`src/rtl/uart_send_nbyte.sv`:
```
// uart_send_nbyte: multi-byte 8N1 UART frame sender with integrated baud timing.
//
// A rising edge on en latches the whole payload and sends TOTAL bytes back to
// back, where TOTAL = NBYTES, plus two (CR, LF) when APPEND_CRLF is set. Each
// byte takes 10*DIV + 1 clocks: start bit, 8 data bits LSB first, stop bit
// (DIV clocks each), then one inter-byte NEXT clock with the line held high.
//
// Start handshake: a message starts only on a rising edge of en seen while
// idle (en & ~en_d). The payload is sampled in that same cycle, busy rises on
// the following cycle, and edges that arrive while busy are dropped, not queued.
// Completion is a one-cycle done or aborted pulse, with busy already low.
//
// Ports:
//   clk       system clock, rising edge
//   rst       asynchronous, active-high reset
//   en        start request (rising edge only)
//   data      payload, 8*NBYTES bits, captured on the start cycle
//   abort     level; stop at the next byte boundary (current byte completes)
//   txd       serial line, idle high
//   busy      message in flight
//   byte_idx  index of the byte currently on the line
//   done      one-cycle pulse after a complete message
//   aborted   one-cycle pulse after a message cut short by abort
module uart_send_nbyte #(
  parameter int CLK_FREQ    = 50_000_000,
  parameter int BAUD        = 115200,
  parameter int NBYTES      = 8,
  parameter int MSB_FIRST   = 1,
  parameter int APPEND_CRLF = 0
) (
  input  logic                  clk,
  input  logic                  rst,
  input  logic                  en,
  input  logic [8*NBYTES-1:0]   data,
  input  logic                  abort,
  output logic                  txd,
  output logic                  busy,
  output logic [5:0]            byte_idx,
  output logic                  done,
  output logic                  aborted
);

  localparam int DIV   = CLK_FREQ / BAUD;
  localparam int TOTAL = NBYTES + 2 * APPEND_CRLF;
  localparam int DIV_W = (DIV > 1) ? $clog2(DIV) : 1;

  typedef enum logic [2:0] {
    S_IDLE, S_START, S_DATA, S_STOP, S_NEXT, S_FIN
  } state_t;

  state_t state, state_nx;

  logic                 en_d;
  logic [8*NBYTES-1:0]  payload;
  logic [DIV_W-1:0]     div_cnt;
  logic [2:0]           bit_cnt;
  logic                 fin_abort;   // remembers why we are in FIN
  logic [7:0]           cur_byte;

  logic start_edge, div_last, last_byte;

  assign start_edge = en & ~en_d;
  assign div_last   = (div_cnt == DIV_W'(DIV - 1));
  assign last_byte  = (byte_idx == 6'(TOTAL - 1));

  // Byte currently on the line; indices past the payload map to CR/LF.
  always_comb begin
    cur_byte = 8'h00;
    for (int k = 0; k < NBYTES; k++) begin
      if (byte_idx == 6'(k)) begin
        if (MSB_FIRST != 0) cur_byte = payload[8*(NBYTES-k)-1 -: 8];
        else                cur_byte = payload[8*k +: 8];
      end
    end
    if (APPEND_CRLF != 0) begin
      if (byte_idx == 6'(NBYTES))     cur_byte = 8'h0D;
      if (byte_idx == 6'(NBYTES + 1)) cur_byte = 8'h0A;
    end
  end

  // State register
  always_ff @(posedge clk or posedge rst) begin
    if (rst) state <= S_IDLE;
    else     state <= state_nx;
  end

  // Next-state logic
  always_comb begin
    state_nx = state;
    case (state)
      S_IDLE:  if (start_edge) state_nx = S_START;
      S_START: if (div_last) state_nx = S_DATA;
      S_DATA:  if (div_last && bit_cnt == 3'd7) state_nx = S_STOP;
      S_STOP:  if (div_last) state_nx = S_NEXT;
      S_NEXT:  state_nx = (abort || last_byte) ? S_FIN : S_START;
      S_FIN:   state_nx = S_IDLE;
      default: state_nx = S_IDLE;
    endcase
  end

  // Outputs decoded from state; reset forces IDLE so txd goes high at once.
  always_comb begin
    txd     = 1'b1;
    busy    = 1'b0;
    done    = 1'b0;
    aborted = 1'b0;
    case (state)
      S_START: begin txd = 1'b0; busy = 1'b1; end
      S_DATA:  begin txd = cur_byte[bit_cnt]; busy = 1'b1; end
      S_STOP:  busy = 1'b1;
      S_NEXT:  busy = 1'b1;
      S_FIN:   begin done = ~fin_abort; aborted = fin_abort; end
      default: ;
    endcase
  end

  // Datapath: edge detect, payload capture, baud/bit/byte counters.
  always_ff @(posedge clk or posedge rst) begin
    if (rst) begin
      en_d      <= 1'b0;
      payload   <= '0;
      byte_idx  <= '0;
      div_cnt   <= '0;
      bit_cnt   <= '0;
      fin_abort <= 1'b0;
    end else begin
      en_d <= en;
      case (state)
        S_IDLE: if (start_edge) begin
          payload  <= data;
          byte_idx <= '0;
          div_cnt  <= '0;
          bit_cnt  <= '0;
        end
        S_START, S_STOP: div_cnt <= div_last ? '0 : div_cnt + 1'b1;
        S_DATA: begin
          div_cnt <= div_last ? '0 : div_cnt + 1'b1;
          if (div_last) bit_cnt <= bit_cnt + 1'b1;  // wraps to 0 after bit 7
        end
        S_NEXT: begin
          fin_abort <= abort;
          if (!abort && !last_byte) byte_idx <= byte_idx + 1'b1;
        end
        default: ;
      endcase
    end
  end

endmodule
```
`config.mk`:
```
export PLATFORM = sky130hd
export DESIGN_NAME = uart_send_nbyte
export DESIGN_NICKNAME = d
export VERILOG_FILES = /design/src/rtl/uart_send_nbyte.sv
export SDC_FILE = /design/constraint.sdc
export NUM_CORES = 1
export LEC_CHECK = 0
export ABC_AREA = 1
export CORE_UTILIZATION = 45
export CTS_CLUSTER_SIZE = 28
export DETAILED_ROUTE_END_ITERATION = 7
export PLACE_DENSITY = 0.82
export REMOVE_ABC_BUFFERS = 1
export SLEW_MARGIN = 20
export SYNTH_ARGS = -nofsm -noshare
export SYNTH_HDL_FRONTEND = slang
export SYNTH_SLANG_ARGS = --single-unit
```
`constraint.sdc`:
```
create_clock -name clk -period 4.8 [get_ports clk]
set_input_delay 0.96 -clock clk [delete_from_list [all_inputs] [get_ports clk]]
set_output_delay 0.96 -clock clk [all_outputs]
set_load 0.02 [all_outputs]
```
==> flow_summary.ini, run 1 <==
[run_status]
outcome = finished clean

[sta]
tightest_slew_ns = 0.7294
setup_viol = 0
finalHoldViolCount = 0
skew_ns = 0.005696
fin_setup_tns_ns = 0
relSlewSlack = 0.5138
final_max_slew_viol_count = 0
hold_slack_ns = 0.4882
fmax_ghz = 0.2405
rsz0062_at_grt = no
finalCriticalPeriod_ns = 4.158
post-route-period-util = 0.8663

[clock_tree]
hold_buffers = 0
clk_latency_ns = 0.36
ctsResizeCount = 0
cts-buffers-inserted = 9
cts_tree = yes
cts_buffer_depth = 2
path_clk_slew_ns = 0.08
clockRootBuffer = clkbuf_8
cts_setup_buffers = 0
clock-sinks = 87
cts-htree-levels = 3

[pwr]
power.density_mw_per_mm2 = 244.1
power.leakage_nw = 2.858
peakVddDrop_mv = 0.1756

[routing]
wirelength_um = 10740
drc = 0
dr.pass1.iters = 5
dr.first_iter.drc_count = 185
via_per_inst = 5.050
postRouteAntennaNets = 0
dr_total_vias = 4116
wl_per_cell_um = 13.18

[critical_path]
critPathRequiredTime_ns = 3.84
path_max_fanout = 8
critPathCaptureType = primary output
critPathKind = reg -> out
worstSetupStartpointType = flop
arrival_ns = 3.20

[die]
fp.dieArea_mm2 = 0.01047
ios = 78
coreArea_mm2 = 0.009774
num_rows = 36
die_h_um = 102.3
initial_core_util = 0.4635
die_w_um = 102.3

[synth]
yosys-top-cells-area = dfrtp_1 (48%), nand2_1 (20%), inv_1 (4.6%), nand3_1 (4.3%), a21oi_1 (4.0%)
synthCells = 604
yosysMostFrequentCell = nand2_1
ys_seq_elements = 87
ys.flop_type = dfrtp_1
ys_types = 31
syn_area_per_cell_um2 = 7.501
yosys_warnings = 0
yosysTopAreaCell = dfrtp_1
yosysTopAreaCellShare = 0.4805
synth_edf_count = 0
yosysSeqAreaShare = 0.4805
async_reset_ff_frac = 1.000
synth_commonest_cells = nand2_1 (241), dfrtp_1 (87), inv_1 (56)
netlist_area_mm2 = 0.004531

[global_routing]
grt_max_degree = 85
use_met2 = 0.3702
gr-total-overflow = 0
first_global_vias = 4050
track_usage = 0.2202
busiest_layer = met2
met1_usage = 0.2792
grt_first_pass_wirelength_um = 17930
antenna_found_initial = 0
met3_usage = 0.05062

[finish]
finalNetCount = 753
syn_to_final_growth_pct = 24.44
num-fill-cells = 889
drive_gt1_frac = 0.07038
diodes = 0

[placement]
globalplace.congestion = 0.9243
io_buffers = 77
dpl.hpwl_um = 7890

[job]
cap_violations = 0

[worst_hold_path]
holdCritPathClass = reg -> reg
per-layer routing:
metal	vias to the layer above	wire length, µm	part of all wire
met5	-	0	0
met1	1917	4604	0.43
li1	2040	-	-
met3	23	616	0.057
met4	0	224	0.021
met2	136	5295	0.49
logic make-up (layout without fill, tap and decap cells):
kind of cell	Yosys count	in the layout	share of synthesized area
simple gates	359	359	0.3466
flops	87	87	0.4805
buf+inv	80	158	0.07070
compound gates	68	68	0.07622
fa+ha+maj	8	8	0.02209
xor+xnor	2	2	0.003867
critical path, stage by stage, from the launching register on:
cell and delay (ns):
dfrtp_1 0.45, inv_1 0.14, ha_1 0.23, inv_1 0.06, nor3_2 0.29, buf_4 0.21
inv_1 0.08, or2_2 0.28, nand2_1 0.08, nand2_1 0.05, nand2_1 0.08, nand3_1 0.08
nand3_1 0.09, nand2_1 0.06, nand2_1 0.06, nand2_1 0.06, clkdlybuf4s50_1 0.54
final timing paths:
check,start,to,slack [ns],cells past startpoint
worst max register to register,state[0]$_DFFE_PP0P_,div_cnt[7]$_DFFE_PP0P_,2.50,16
min in group asynchronous,rst,en_d$_DFF_PP0_,1.05,2
max in group asynchronous,rst,payload[10]$_DFFE_PP0P_,2.87,3
worst min-delay path,payload[24]$_DFFE_PP0P_,payload[24]$_DFFE_PP0P_,0.49,2
worst max-delay path,byte_idx[0]$_DFFE_PP0P_,txd,0.64,16
worst min register to register,payload[24]$_DFFE_PP0P_,payload[24]$_DFFE_PP0P_,0.49,2
flip-flops by register name, summed over array words and instances, names as in the netlist:
signal     count
payload       64
div_cnt        9
byte_idx       6
bit_cnt        3
state          3
en_d           1
fin_abort      1
where the power goes:
group          leakage [nW]  switching [mW]  internal (mW)  total [mW]
clock                 0.110           0.264          0.308       0.571
sequential             1.06        0.000112          0.733       0.733
combinational          1.69          0.0239         0.0483      0.0722
total                  2.86           0.288           1.09        1.38
cell usage in the layout (no fill, tap or decap), types with 2 or more instances in the layout:
cell	n
nor3_1	13
buf_4	4
nand4_1	2
clkinv_2	2
dfrtp_1	87
nor2_1	38
nor2_4	7
nand2_4	3
a21oi_1	36
or2_2	3
xor2_1	2
o21ai_0	27
clkdlybuf4s50_1	77
clkbuf_8	10
nand2_2	2
inv_1	55
ha_1	8
nor2_2	4
inv_4	3
o22ai_1	3
nor3_4	2
inv_2	2
bufinv_16	2
nor3b_1	2
nand2_1	241
nand3_1	39
area by class of cell:
class                           count  area [µm²]  area share
Sequential cell                    87        2177      0.3862
Multi-Input combinational cell    437        2033      0.3606
Timing Repair Buffer               81       800.8      0.1420
Inverter                           61       237.7     0.04217
Tap cell                          133       166.4     0.02952
Clock buffer                       11       141.4     0.02508
Clock inverter                      5       81.33     0.01443
through the flow:
step | total power [mW] | cells | cell area (µm²) | worst slack, ns | util
floorplan | 0.7591 | 585 | 4446 | 1.573 | -
finish | 1.376 | 815 | 5638 | 0.6416 | 0.5768
detailed placement | 0.8202 | 799 | 5414 | 1.062 | 0.5539
CTS | 1.388 | 815 | 5637 | 0.6322 | 0.5767
global placement | 0.8194 | 799 | 5414 | 1.161 | 0.5539
global route | 1.424 | 815 | 5638 | 0.3721 | 0.5768
(Power assumes the default switching activity.)
==> inputs of run 2 (changes only) <==
--- a/config.mk
+++ b/config.mk
@@ -11,6 +11,7 @@
 export DETAILED_ROUTE_END_ITERATION = 7
 export PLACE_DENSITY = 0.82
 export REMOVE_ABC_BUFFERS = 1
+export SKIP_CTS_REPAIR_TIMING = 1
 export SLEW_MARGIN = 20
 export SYNTH_ARGS = -nofsm -noshare
 export SYNTH_HDL_FRONTEND = slang
==> results of run 2 <==
No change in the layout: final DEF, timing and power equal those of run 1.
